**src/rtl/llpm_pipeline_pkg.sv**
```systemverilog
// Shared constants and helpers for the latency-insensitive pipeline blocks.
package llpm_pipeline_pkg;

    // Largest channel count any merge/arbiter in the pipeline library supports.
    localparam int MAX_INPUTS = 16;

    // Bits needed to encode an index in 0..n-1, never less than one bit.
    function automatic int clog2_w(input int n);
        int r;
        r = 1;
        for (int i = 1; i < 32; i++) begin
            if ((1 << i) < n) begin
                r = i + 1;
            end
        end
        return r;
    endfunction

endpackage

```
**src/rtl/li_rr_pick.sv**
```systemverilog
// Rotate-priority picker: first asserted bit of valid at or above ptr,
// wrapping from the top channel back to channel 0.
module li_rr_pick
    import llpm_pipeline_pkg::*;
#(
    parameter int NumInputs = 4,
    localparam int IdxW = clog2_w(NumInputs)
) (
    input  logic [NumInputs-1:0] valid,
    input  logic [IdxW-1:0]      ptr,
    output logic [IdxW-1:0]      winner,
    output logic                 any
);

    int idx;

    // Walk channels starting at ptr and keep the first valid one found.
    always_comb begin
        winner = '0;
        any    = 1'b0;
        idx    = 0;
        for (int k = 0; k < NumInputs; k++) begin
            idx = int'(ptr) + k;
            if (idx >= NumInputs) begin
                idx = idx - NumInputs;
            end
            if (!any && valid[idx[IdxW-1:0]]) begin
                any    = 1'b1;
                winner = idx[IdxW-1:0];
            end
        end
    end

endmodule

```
**src/rtl/li_rr_merge.sv**
```systemverilog
// Round-robin merge of NumInputs latency-insensitive channels into one,
// buffered by a 2-entry output FIFO whose head drives q directly.
// Optional feature: define LLPM_MERGE_IDX_EN to add a q_idx output that
// reports the source channel of the head token.
module li_rr_merge
    import llpm_pipeline_pkg::*;
#(
    parameter string Name      = "",
    parameter int    Width     = 8,
    parameter int    NumInputs = 4,
    localparam int   IdxW      = clog2_w(NumInputs)
) (
    input  logic                       clk,
    input  logic                       reset,
    input  logic [NumInputs*Width-1:0] d,
    input  logic [NumInputs-1:0]       d_valid,
    output logic [NumInputs-1:0]       d_bp,
    output logic [Width-1:0]           q,
    output logic                       q_valid,
    input  logic                       q_bp
`ifdef LLPM_MERGE_IDX_EN
    ,
    output logic [IdxW-1:0]            q_idx
`endif
);

    if (NumInputs < 2 || NumInputs > MAX_INPUTS) begin : g_bad_inputs
        $error("li_rr_merge %s: NumInputs=%0d outside 2..%0d", Name, NumInputs, MAX_INPUTS);
    end

    logic [1:0]       count_q, count_d;
    logic [IdxW-1:0]  ptr_q, ptr_d;
    logic [Width-1:0] head_data_q, head_data_d;
    logic [Width-1:0] tail_data_q, tail_data_d;
`ifdef LLPM_MERGE_IDX_EN
    logic [IdxW-1:0]  head_idx_q, head_idx_d;
    logic [IdxW-1:0]  tail_idx_q, tail_idx_d;
`endif

    logic [IdxW-1:0]  winner;
    logic             any;
    logic             pop;
    logic             push;
    logic [Width-1:0] new_data;

    li_rr_pick #(
        .NumInputs (NumInputs)
    ) u_pick (
        .valid  (d_valid),
        .ptr    (ptr_q),
        .winner (winner),
        .any    (any)
    );

    assign q_valid = (count_q != 2'd0);
    assign q       = head_data_q;
`ifdef LLPM_MERGE_IDX_EN
    assign q_idx   = head_idx_q;
`endif

    // Grant the picked channel only when a FIFO slot is free or the head leaves this cycle.
    always_comb begin
        pop      = q_valid && !q_bp;
        push     = !reset && any && ((count_q != 2'd2) || pop);
        new_data = d[int'(winner)*Width +: Width];
        d_bp     = '1;
        if (push) begin
            d_bp[winner] = 1'b0;
        end
    end

    // FIFO and round-robin pointer next state; a push/pop pair keeps the count and order.
    always_comb begin
        count_d     = count_q;
        ptr_d       = ptr_q;
        head_data_d = head_data_q;
        tail_data_d = tail_data_q;
`ifdef LLPM_MERGE_IDX_EN
        head_idx_d  = head_idx_q;
        tail_idx_d  = tail_idx_q;
`endif
        if (push) begin
            ptr_d = (winner == IdxW'(NumInputs - 1)) ? '0 : winner + IdxW'(1);
        end
        case ({push, pop})
            2'b10: begin
                if (count_q == 2'd0) begin
                    head_data_d = new_data;
`ifdef LLPM_MERGE_IDX_EN
                    head_idx_d  = winner;
`endif
                end else begin
                    tail_data_d = new_data;
`ifdef LLPM_MERGE_IDX_EN
                    tail_idx_d  = winner;
`endif
                end
                count_d = count_q + 2'd1;
            end
            2'b01: begin
                head_data_d = tail_data_q;
`ifdef LLPM_MERGE_IDX_EN
                head_idx_d  = tail_idx_q;
`endif
                count_d = count_q - 2'd1;
            end
            2'b11: begin
                if (count_q == 2'd1) begin
                    head_data_d = new_data;
`ifdef LLPM_MERGE_IDX_EN
                    head_idx_d  = winner;
`endif
                end else begin
                    head_data_d = tail_data_q;
                    tail_data_d = new_data;
`ifdef LLPM_MERGE_IDX_EN
                    head_idx_d  = tail_idx_q;
                    tail_idx_d  = winner;
`endif
                end
            end
            default: begin
            end
        endcase
    end

    // State registers; reset drops any buffered tokens and rewinds the pointer.
    always_ff @(posedge clk) begin
        if (reset) begin
            count_q     <= 2'd0;
            ptr_q       <= '0;
            head_data_q <= '0;
            tail_data_q <= '0;
`ifdef LLPM_MERGE_IDX_EN
            head_idx_q  <= '0;
            tail_idx_q  <= '0;
`endif
        end else begin
            count_q     <= count_d;
            ptr_q       <= ptr_d;
            head_data_q <= head_data_d;
            tail_data_q <= tail_data_d;
`ifdef LLPM_MERGE_IDX_EN
            head_idx_q  <= head_idx_d;
            tail_idx_q  <= tail_idx_d;
`endif
        end
    end

endmodule
```
**config.mk**
```make
export PLATFORM = sky130hd
export DESIGN_NAME = li_rr_merge
export DESIGN_NICKNAME = d
export VERILOG_FILES = /design/src/rtl/llpm_pipeline_pkg.sv /design/src/rtl/li_rr_pick.sv /design/src/rtl/li_rr_merge.sv
export SDC_FILE = /design/constraint.sdc
export NUM_CORES = 1
export LEC_CHECK = 0
export BUFFER_PORTS_ARGS = -buffer_cell sky130_fd_sc_hd__buf_2
export CAP_MARGIN = 20
export CORE_ASPECT_RATIO = 1.2
export CORE_UTILIZATION = 50
export CTS_BUF_LIST = sky130_fd_sc_hd__clkbuf_8
export DETAILED_ROUTE_END_ITERATION = 16
export HOLD_SLACK_MARGIN = 0.1
export PLACE_DENSITY_LB_ADDON = 0.25
export SYNTH_ARGS = -nofsm -noshare
export SYNTH_HDL_FRONTEND = slang
export SYNTH_SLANG_ARGS = --single-unit
```
**constraint.sdc**
```tcl
create_clock -name clk -period 7.9 [get_ports clk]
set_input_delay 1.58 -clock clk [delete_from_list [all_inputs] [get_ports clk]]
set_output_delay 1.58 -clock clk [all_outputs]
set_load 0.05 [all_outputs]
```
* Word level (Yosys, flattened, before mapping) *
Index checks and enable logic that the tools add are counted.
W data, S select, Z words.

word-level totals
  bits of input ports = 39
  register bits after elaboration = 50
  logic and storage cells = 86
  output and inout port bits = 13

operators by class
  $add $sub $neg = 10
  eq/ne operators = 9
  mux-type cells = 31
  shift operators = 1
  order comparisons = 10
  bitwise logic cells = 1
  reduce and logical (&&, ||, !) cells = 20

operators by type and width
  kind                     count
  $mux W32                 9
  $lt A32 B3 Y1 const B    5
  $ge A32 B4 Y1 const B    4
  $sub A32 B4 Y32 const B  4
  $add A32 B3 Y32 const B  2
  $add A32 B1 Y32 const B  1
  $add A32 B2 Y32 const B  1
  $eq A32 B2 Y1 const B    1
  $ge A32 B1 Y1 const B    1
  $mux W8                  4
  $shiftx A32 B32 Y8       1
  $pmux W8 S3              1
  $pmux W8 S2              1
  $mux W1                  9
  $bmux W1 S2              4
  $ne A2 B2 Y1 const B     4
  $logic_and A1 B1 Y1      7
  $reduce_bool A2 Y1       3
  $logic_not A1 Y1         5
  $eq A2 B1 Y1 const B     2
  $eq A2 B2 Y1 const B     2
  $mux W4                  1
  $not A4 Y4               1
  $pmux W2 S2              1
  other kinds (8)          8

* Depth between registers and ports, before layout *
Gate-level depths: netlist of the first run.

  depth after elaboration = 20
  gate-level depth with buffers = 23
  mapped depth without buffers = 18

* Modules after synthesis *
A second synthesis of the first run with hierarchy kept.

unflattened totals
  cell total of the unflattened synthesis = 1,234
  area, all modules = 9,090.0 sq um

by module, submodules not included
  module       times used  cells an instance  seq. area each (sq um)  area an instance (sq um)
  li_rr_pick   1           871                0.0                     6,029.5
  li_rr_merge  1           363                1,001.0                 3,060.4

* Worst setup path before layout of the first run *
No wires, ideal clock.

  path type = reg-to-output
  from = reg ptr_q[0]
  to = out d_bp[0]
  stages on the path, launching flop included = 20
  arrival time = 5,404 ps
  buffers on the path = 4
  required time = 6,320 ps
  setup slack = 916 ps
  cells stage by stage = dfxtp_1 > buf_2 > buf_1 > inv_1 > ha_1 > nand4b_1 > or3_1 > o21a_1 > nor4_4 > nand4_1 > nor4_4 > buf_6 > buf_4 > nor4_1 > xor2_1 > o32ai_1 > nand4b_1 > or4_1 > nor3_1 > nand2_1

on the way
  longest elaborated chain between the ends = 20
  elaborated cells on any way between the ends = 46
  those cells by class = add/sub (7); order compare (6); mux (23); bitwise (1); reduce/logical (9)

RTL lines
  element                                                                   RTL line            source
  from (decl)                                                               li_rr_merge.sv:32   logic [IdxW-1:0] ptr_q, ptr_d;
  from (signal assigned)                                                    li_rr_merge.sv:140  ptr_q <= ptr_d;
  parallel branches: the longest is 19 deep, another holds $add A32 B2 Y32  n/a
  $mux W4 (*)                                                               li_rr_merge.sv:67   if (push) begin
  to (decl)                                                                 li_rr_merge.sv:17   output logic [NumInputs-1:0] d_bp,

Mark *: on every way between the ends. The select of a mux whose other input is x is not followed.

* Worst setup path in the final report of the first run *
  from = reg ptr_q[15]
  to = out d_bp[0]

on the way
  longest elaborated chain between the ends = 20
  elaborated cells on any way between the ends = 46
  those cells by class = add/sub (7); order compare (6); mux (23); bitwise (1); reduce/logical (9)

RTL lines
  element                                                                   RTL line
  parallel branches: the longest is 19 deep, another holds $add A32 B2 Y32  n/a
  $mux W4 (*)                                                               li_rr_merge.sv:67

Marked as above.

==> impl_metrics.ini, run 1 <==
[run_status]
status = completed

[detailed_routing]
routed_via_density = 7.22
post-route-drc-count = 0
postRouteAntennaNets = 0
vias = 11789
drt_iter0_drc = 1326
drt-pass1-iter-count = 6
drt_wl_total_mm = 44.2
post_drt_wl_per_cell_um = 27.1

[placement]
gp_congestion = 1.09
postPlaceCellArea_um2 = 10200
port_buffers = 51
dpl.hpwl_mm = 34.9

[cts]
numCtsBuffers = 5
clk_pin_slew_ns = 0.10
clock-sinks = 50
holdBufCountCts = 0
cts.htree.levels = 2
cts_root_buffer = clkbuf_8
worstSkewPairLatency_ns = 0.32
cts_tree = done
clk_path_buf_depth = 2

[synthesis]
yosys.area_share.simple = 0.410
ys_seq_area_frac = 0.105
synth_compound_area_frac = 0.219
synth_xor_area_frac = 0.141
syn_area_um2 = 9500
yosys.area_share.adder = 0.0277
synth_top_family_by_area = simple AND/OR/NAND/NOR gates
synth.distinct_cells = 100
syn_avg_cell_area_um2 = 7.15
synth_ff_type = dfxtp_1
yosysWarnings = 0
synth.mux.area_fraction = 0.0369
ys_seq_elements = 50
async_flop_share = 0
syn_inst = 1328
syn_nets = 1388
synth_edf_count = 0

[grt]
grt_pass1_wl_mm = 66.8
track_usage = 0.455
grt_max_degree = 33
grt_pass1_vias = 10953
overflow = 0
antenna_found_initial = 1

[layout]
num-fill-cells = 1837
final_cell_mix = nand2_1, nor2_1, xnor2_1, buf_4, nor3_1
area_growth_pct = 12.1
layout_commonest_cell = nand2_1
nNetsFinal = 1439
drive_gt1_frac = 0.187
fin_area_um2 = 10600

[timing]
maxSlewViolCount = 0
setup_tns_ns = 0
fin_crit_ns = 7.83
slew_headroom = 0.274
skew_ns = 0.0141
fmaxAchievable_mhz = 128
period_share = 0.991
worst_pin_slew_ns = 1.09
finalSetupViolCount = 0
finalHoldViolCount = 0

[critical_path]
critical_path_required_ns = 6.32
crit_path_end_kind = output port
critPathArrivalTime_ns = 6.25
critPathLaunchType = flip-flop
critPathMaxFanout = 10
crit_type = flip-flop to output port

[power]
power.internal_uw = 2230
clkPwrFrac = 0.027
pwr-share-comb = 0.885
swShare = 0.610
power_density_nw_per_um2 = 537
seqPwrFrac = 0.088
power.switching_uw = 3490
leakage_uw = 0.00370
ir_worst_vdd_v = 0.000363

[job]
max_cap_viol_count = 0

[floorplan]
dieArea_um2 = 19600
num_rows = 54
die_height_um = 153
core_area_um2 = 18400
ioPinCount = 52
start_util = 0.517
die_width_um = 128

[min_path]
hp-class = flip-flop to flip-flop
worst max-delay path, stage by stage (launching register included):
cell	delay, ns
dfxtp_1	0.67
nand4_1	0.38
buf_4	0.29
nor4_2	0.42
xnor2_1	0.30
nand3_1	0.17
or4_1	0.58
or4_1	0.58
or4_1	0.42
a311oi_1	0.27
buf_4	0.22
a221o_1	0.23
nand3_1	0.10
or4_1	0.57
nor3_2	0.29
buf_4	0.17
nand2_1	0.05
buf_2	0.20
state kept, by name, indices dropped and copies added, names as in the netlist:
register / flops
ptr_q: 32
tail_data_q: 8
q: 8
count_q: 2
layout make-up:
| cell class | instances | area, um2 | share of cell area |
|---|---|---|---|
| clock buffers | 5 | 68.8 | 0.00646 |
| repair buffers | 151 | 1000 | 0.0943 |
| multi-input cells | 1146 | 8130 | 0.764 |
| diodes | 1 | 2.50 | 0.000235 |
| inverters | 25 | 93.8 | 0.00882 |
| flip-flops and latches | 50 | 1010 | 0.0945 |
| well taps | 252 | 315 | 0.0296 |
| clock inverters | 3 | 21.3 | 0.00200 |
per-layer routing:
layer,GRT usage,up-vias,part of all wire
met1,0.516,5533,0.35
met4,0.373,2,0.11
met5,0.0179,-,0.0010
met2,0.725,784,0.45
li1,-,5190,-
met3,0.103,280,0.090
synth_stat cells, types with 5 or more instances:
library cell	instances	area share
xnor2_1	109	0.10
nand2_1	107	0.042
nor2_1	107	0.042
nor3_1	71	0.037
clkbuf_1	65	0.026
nand4_1	62	0.041
nor4_1	59	0.039
dfxtp_1	50	0.11
xor2_1	44	0.041
o21ai_0	42	0.022
nand3_1	40	0.021
or4_1	40	0.032
a21oi_1	36	0.019
or3_1	36	0.024
inv_1	24	0.0095
a211oi_1	22	0.017
and2_1	22	0.014
buf_2	22	0.012
o31ai_1	22	0.017
ha_1	21	0.028
or2_2	20	0.013
o211ai_1	19	0.015
and3_1	18	0.012
a22o_1	17	0.016
o21a_1	12	0.0095
o31a_1	12	0.011
mux4_2	11	0.026
buf_1	10	0.0040
nor2b_1	10	0.0066
nor4b_1	10	0.0092
mux2i_1	8	0.0084
a311oi_1	7	0.0065
a31oi_1	7	0.0046
buf_4	7	0.0055
nor3b_1	7	0.0055
o22ai_1	7	0.0046
and4_1	6	0.0055
nand4b_1	6	0.0055
nor4_2	6	0.0079
nand2b_1	5	0.0033
nand3b_1	5	0.0040
nand4_2	5	0.0066
nor4_4	5	0.011
or2_1	5	0.0033
power groups by stage:
stage | sequential [uW] | clock, uW | combinational (uW)
after floorplan | 441 | 0 | 3160
after global placement | 493 | 0 | 4680
after detailed placement | 494 | 0 | 4680
after CTS | 489 | 156 | 4740
after global routing | 508 | 166 | 5340
final | 504 | 155 | 5060
through the flow:
stage               power, uW  instances   util  worst slack (ns)  hold slack [ns]
floorplan                3600       1328      -             0.916            0.454
global placement         5170       1609  0.557             0.107            0.463
detailed placement       5180       1609  0.557             0.105            0.474
CTS                      5390       1620  0.565            0.0761            0.498
global route             6020       1633  0.579            -0.143            0.528
finish                   5720       1633  0.579            0.0682            0.494
final timing paths:
check	startpoint	slack, ns	cells past startpoint	to
worst max-delay path	ptr_q[15]	0.07	17	d_bp[0]
worst min-delay path	tail_data_q[5]	0.49	2	tail_data_q[5]
worst max register to register	ptr_q[1]	1.40	19	ptr_q[30]
worst min register to register	tail_data_q[5]	0.49	2	tail_data_q[5]
cell families after synthesis:
kind of cell	count (synthesis)
xor+xnor	153
buf+inv	132
flops	50
mux	21
compound gates	278
simple gates	673
fa+ha+maj	21
repair_timing:
action | in CTS | in global routing
gates cloned | 0 | 0
buffers inserted | 3 | 8
setup endpoints to repair | 4 | 4
resized for setup | 5 | 31
pin swaps | 1 | 9
(Power assumes the default switching activity.)
==> inputs of run 2 (changes only) <==
--- a/config.mk
+++ b/config.mk
@@ -7,12 +7,12 @@
 export LEC_CHECK = 0
 export BUFFER_PORTS_ARGS = -buffer_cell sky130_fd_sc_hd__buf_2
 export CAP_MARGIN = 20
-export CORE_ASPECT_RATIO = 1.2
-export CORE_UTILIZATION = 50
+export CORE_UTILIZATION = 40
 export CTS_BUF_LIST = sky130_fd_sc_hd__clkbuf_8
 export DETAILED_ROUTE_END_ITERATION = 16
 export HOLD_SLACK_MARGIN = 0.1
 export PLACE_DENSITY_LB_ADDON = 0.25
+export RECOVER_POWER = 50
 export SYNTH_ARGS = -nofsm -noshare
 export SYNTH_HDL_FRONTEND = slang
 export SYNTH_SLANG_ARGS = --single-unit
==> run 2 against run 1 <==
Against the previous run: total power shrank 2.6%; non-clock buffer count grew 2; clock skew shrank 0.0024 ns; final area shrank 0.20%; utilization shrank 13 points; sequential share of layout area is essentially flat; die area grew 25%; register-to-register slack lost 0.21 ns; setup slack gained 0.15 ns; cell count grew 4.2%; critical path type unchanged.
==> impl_metrics.ini, run 2 (synthesis gave the netlist of run 1 again) <==
[grt]
gr-max-usage-layer = met2
overflow = 0
grt_pass1_wl_mm = 62.5
met1_usage = 0.467
grt_pass1_vias = 10063
grt_max_degree = 33
use_met2 = 0.512
track_usage = 0.337
antenna_found_initial = 0
grt_use_met3 = 0.0653

[critical_path]
r2r_slack_ns = 1.19
crit_path_end_kind = output port
critPathLaunchType = flip-flop
cpPeakStageDelay_ns = 0.58
cpMostUsedCell = buf_4
path_cells = buf_4 -> inv_1 -> ha_1 -> nand4b_1 -> buf_4 -> nor3_2 -> xnor2_1 -> nand4_1 -> nor3_2 -> nand4_1 -> o311a_1 -> or3_1 -> a211oi_2 -> buf_4 -> nand3b_1 -> or4_4 -> nor3_1 -> buf_4 -> nand2_1 -> buf_2
critPathArrivalTime_ns = 6.10
crit_type = flip-flop to output port
ff2ff_path_depth = 15
critical_path_required_ns = 6.32
cp_slowest_cell = or4_4
critPathMaxFanout = 14

[timing]
fmaxAchievable_mhz = 130
worst_pin_slew_ns = 1.18
fin_crit_ns = 7.68
finalSetupViolCount = 0
period_share = 0.972
finalHoldViolCount = 0
maxSlewViolCount = 0
setup_tns_ns = 0
rsz0062_at_grt = false
slew_headroom = 0.209
layout_setup_ws_ns = 0.223
skew_ns = 0.0118

[floorplan]
die_width_um = 156
start_util = 0.406
die_height_um = 156
ioPinCount = 52
num_rows = 56
dieArea_um2 = 24400
core_area_um2 = 23400

[detailed_routing]
post-route-drc-count = 0
postRouteAntennaNets = 0
drt-pass1-iter-count = 6
drt_iter0_drc = 1655
vias = 11313
routed_via_density = 6.65
drt_wl_total_mm = 41.5
post_drt_wl_per_cell_um = 24.4

[layout]
largest_register_ffs = 32
nNetsFinal = 1441
insertedDiodeCount = 0
multi_input_area_um2 = 8000
register_area_um2 = 1000
area_growth_pct = 11.9
final_cell_mix = xnor2_1, nor2_1, nand2_1, buf_4, nor3_1
num-fill-cells = 2465
regMostFlops = ptr_q
layout_commonest_cell = xnor2_1
drive_gt1_frac = 0.172

[job]
max_cap_viol_count = 0

[cts]
cts_root_buffer = clkbuf_8
clk_pin_slew_ns = 0.11
clock-sinks = 50
cts.htree.levels = 2
clk_path_buf_depth = 2
worstSkewPairLatency_ns = 0.33
numCtsBuffers = 5
cts_tree = done

[power]
power.internal_uw = 2230
pwr-share-comb = 0.877
swShare = 0.600
clkPwrFrac = 0.035
ir_worst_vdd_v = 0.000180
leakage_uw = 0.00367
power.switching_uw = 3340
power_density_nw_per_um2 = 524
seqPwrFrac = 0.088

[min_path]
hp-class = flip-flop to flip-flop
holdPathStages = 2

[placement]
place_ws_ns = 0.370
gp_congestion = 1.09
dpl.hpwl_mm = 33.0
port_buffers = 51

[run_status]
status = completed
## run 2: routing by layer
metal	share of wire	vias up
met5	0	-
met4	0.041	0
met3	0.11	104
met2	0.42	699
met1	0.43	5318
li1	-	5192
## run 2: path summary, 6_finish.rpt
| check | from | to |
|---|---|---|
| min reg2reg | tail_data_q[5] | tail_data_q[5] |
| max reg2reg | ptr_q[20] | ptr_q[30] |
| max | ptr_q[1] | d_bp[3] |
| min | tail_data_q[5] | tail_data_q[5] |
## run 2: final cells by class
cell class	instances	area share
clock buffer	5	0.00648
sequential	50	0.0945
inverter	25	0.00883
tap	319	0.0376
multi-input combinational	1146	0.753
clock inverter	3	0.00412
timing repair buffer	153	0.0957
## run 2: worst max-delay path, delay by kind of cell, from the launching register on
family | cells | cell delay (ns)
and+or+nand+nor | 10 | 2.85
buffers and inverters | 6 | 1.15
AOI/OAI and AO/OA | 2 | 0.80
DFF | 1 | 0.36
xor gates and xnor gates | 1 | 0.31
adders and majority gates | 1 | 0.27
## run 2: through the flow
step	hold WS, ns	utilization	area [um2]	power, uW	cells
2_1_floorplan	0.454	-	9500	3600	1328
3_3_place_gp	0.465	0.444	10400	5170	1683
3_5_place_dp	0.478	0.445	10400	5140	1684
4_1_cts	0.506	0.450	10500	5360	1692
5_1_grt	0.529	0.454	10600	5900	1701
6_report	0.501	0.454	10600	5570	1701
## run 2: repair_timing
action / CTS / global route
gates resized for setup: 1 / 18
buffers inserted: 0 / 8
endpoints found under the setup margin: 4 / 4
endpoints found under the hold margin: 0 / 0
hold buffers: 0 / 0
pin swaps: 0 / 3
## run 2: power groups by stage
stage          Combinational, uW  Sequential, uW  Clock, uW
6_report                    4880             492        195
5_1_grt                     5190             502        208
4_1_cts                     4680             481        200
3_5_place_dp                4650             487          0
3_3_place_gp                4690             483          0
2_1_floorplan               3160             441          0
==> inputs of run 3 (changes only) <==
--- a/config.mk
+++ b/config.mk
@@ -11,7 +11,7 @@
 export CTS_BUF_LIST = sky130_fd_sc_hd__clkbuf_8
 export DETAILED_ROUTE_END_ITERATION = 16
 export HOLD_SLACK_MARGIN = 0.1
-export PLACE_DENSITY_LB_ADDON = 0.25
+export PLACE_DENSITY = 0.65
 export RECOVER_POWER = 50
 export SYNTH_ARGS = -nofsm -noshare
 export SYNTH_HDL_FRONTEND = slang
==> run 3 against run 2 <==
Against the previous run: worst hold slack worse by 0.0016 ns; final area down 1.3%; combinational power down 2%; register-to-register slack worse by 0.05 ns; flip-flop and latch count unchanged; critical path depth down 3; die area unchanged; first-iteration DRC count down 10%; clock power down 13%; sequential share of layout area up 0.11 points; critical endpoint unchanged.
==> impl_metrics.ini, run 3 (synthesis gave the netlist of run 1 again) <==
[floorplan]
die_height_um = 156
ioPinCount = 52
dieArea_um2 = 24400
num_rows = 56
start_util = 0.406
die_width_um = 156
core_area_um2 = 23400

[grt]
grt_max_degree = 33
track_usage = 0.334
overflow = 0
grt_pass1_wl_mm = 61.9
antenna_found_initial = 0
grt_pass1_vias = 10256

[detailed_routing]
postRouteAntennaNets = 0
drt_wl_total_mm = 40.8
drt_iter0_drc = 1488
vias = 11346
routed_via_density = 6.71
post-route-drc-count = 0
post_drt_wl_per_cell_um = 24.1
drt-pass1-iter-count = 6

[timing]
layout_setup_ws_ns = 0.137
hold_slack_ns = 0.500
fmaxAchievable_mhz = 129
slew_headroom = 0.176
fin_crit_ns = 7.76
skew_ns = 0.0112
worst_pin_slew_ns = 1.22
maxSlewViolCount = 0
period_share = 0.983
finalSetupViolCount = 0
finalHoldViolCount = 0

[placement]
dpl.hpwl_mm = 32.7
gp_congestion = 1.07
port_buffers = 51
place_ws_ns = 0.501
postPlaceCellArea_um2 = 10400

[critical_path]
critPathArrivalTime_ns = 6.18
startpoint = ptr_q[1]
r2r_slack_ns = 1.14
r2r_start = ptr_q[18]
crit_path_end_kind = output port
critical_path_required_ns = 6.32
critPathMaxFanout = 9
crit_type = flip-flop to output port
critPathLaunchType = flip-flop

[layout]
area_growth_pct = 10.4
largest_register_ffs = 32
regMostFlops = ptr_q
drive_gt1_frac = 0.160
final_cell_mix = xnor2_1, nor2_1, nand2_1, buf_4, nor3_1
final_util = 0.448
register_area_um2 = 1000
insertedDiodeCount = 0
multi_input_area_um2 = 7950
layout_commonest_cell = xnor2_1
fin_area_um2 = 10500
nNetsFinal = 1431
num-fill-cells = 2524

[cts]
worstSkewPairLatency_ns = 0.32
numCtsBuffers = 5
cts.htree.levels = 2
cts_root_buffer = clkbuf_8
cts_tree = done
clk_pin_slew_ns = 0.11
clk_path_buf_depth = 2
clock-sinks = 50

[min_path]
hp-class = flip-flop to flip-flop
hp-start = tail_data_q[1]

[run_status]
status = completed

[power]
ir_worst_vdd_v = 0.000200
power_density_nw_per_um2 = 521
leakage_uw = 0.00360

[job]
max_cap_viol_count = 0
==> run 3: cell type report <==
class,instances,share of cell area
multi-input cells,1146,0.758
flip-flops and latches,50,0.0956
clock buffers,5,0.00656
clock inverters,3,0.00274
well taps,319,0.0381
repair buffers,143,0.0898
inverters,25,0.00895
==> run 3: routing by layer <==
layer,vias to the layer above,wire (um),global-route usage,share of wire
li1,5165,-,-,-
met1,5357,17300,0.458,0.42
met2,712,16900,0.493,0.41
met3,112,4680,0.0711,0.11
met4,0,1930,0.155,0.047
met5,-,0,0,0
==> run 3: worst paths after layout <==
check,to,depth (start not counted)
hold reg to reg,tail_data_q[1],2
hold / removal,tail_data_q[1],2
setup reg to reg,ptr_q[30],15
setup / recovery,d_bp[3],17
==> run 3: worst max-delay path, cell delays in order, from the launching register on <==
cell and delay (ns):
dfxtp_1 0.49, ha_2 0.38, nand2_1 0.17, xnor2_1 0.42, nor2b_1 0.33, or3b_2 0.53, or4b_1 0.62, or4_1 0.53
or4_1 0.43, a311oi_1 0.26, buf_4 0.18, a221o_1 0.22, nand3_1 0.15, or4_1 0.50, nor3_1 0.20, buf_4 0.18
nand2_1 0.05, buf_2 0.21
==> run 3: what timing repair did <==
action                                  in CTS  in global routing
resized for setup                            0                 11
setup buffers                                0                  0
hold buffers                                 0                  0
endpoints found under the setup margin       0                  4
==> run 3: stage by stage <==
step | TNS [ns] | instances | total power (uW)
after floorplan | 0 | 1328 | 3600
final | 0 | 1691 | 5470
after global routing | -0.0953 | 1691 | 5790
after CTS | 0 | 1689 | 5340
after global placement | 0 | 1681 | 5160
after detailed placement | 0 | 1681 | 5140
==> run 3: power breakdown <==
| group | internal, uW | switching [uW] | total, uW | leakage, uW |
|---|---|---|---|---|
| registers | 342 | 178 | 520 | 0.000410 |
| clock network | 66.0 | 103 | 169 | 0.0000502 |
| logic | 1740 | 3030 | 4780 | 0.00314 |
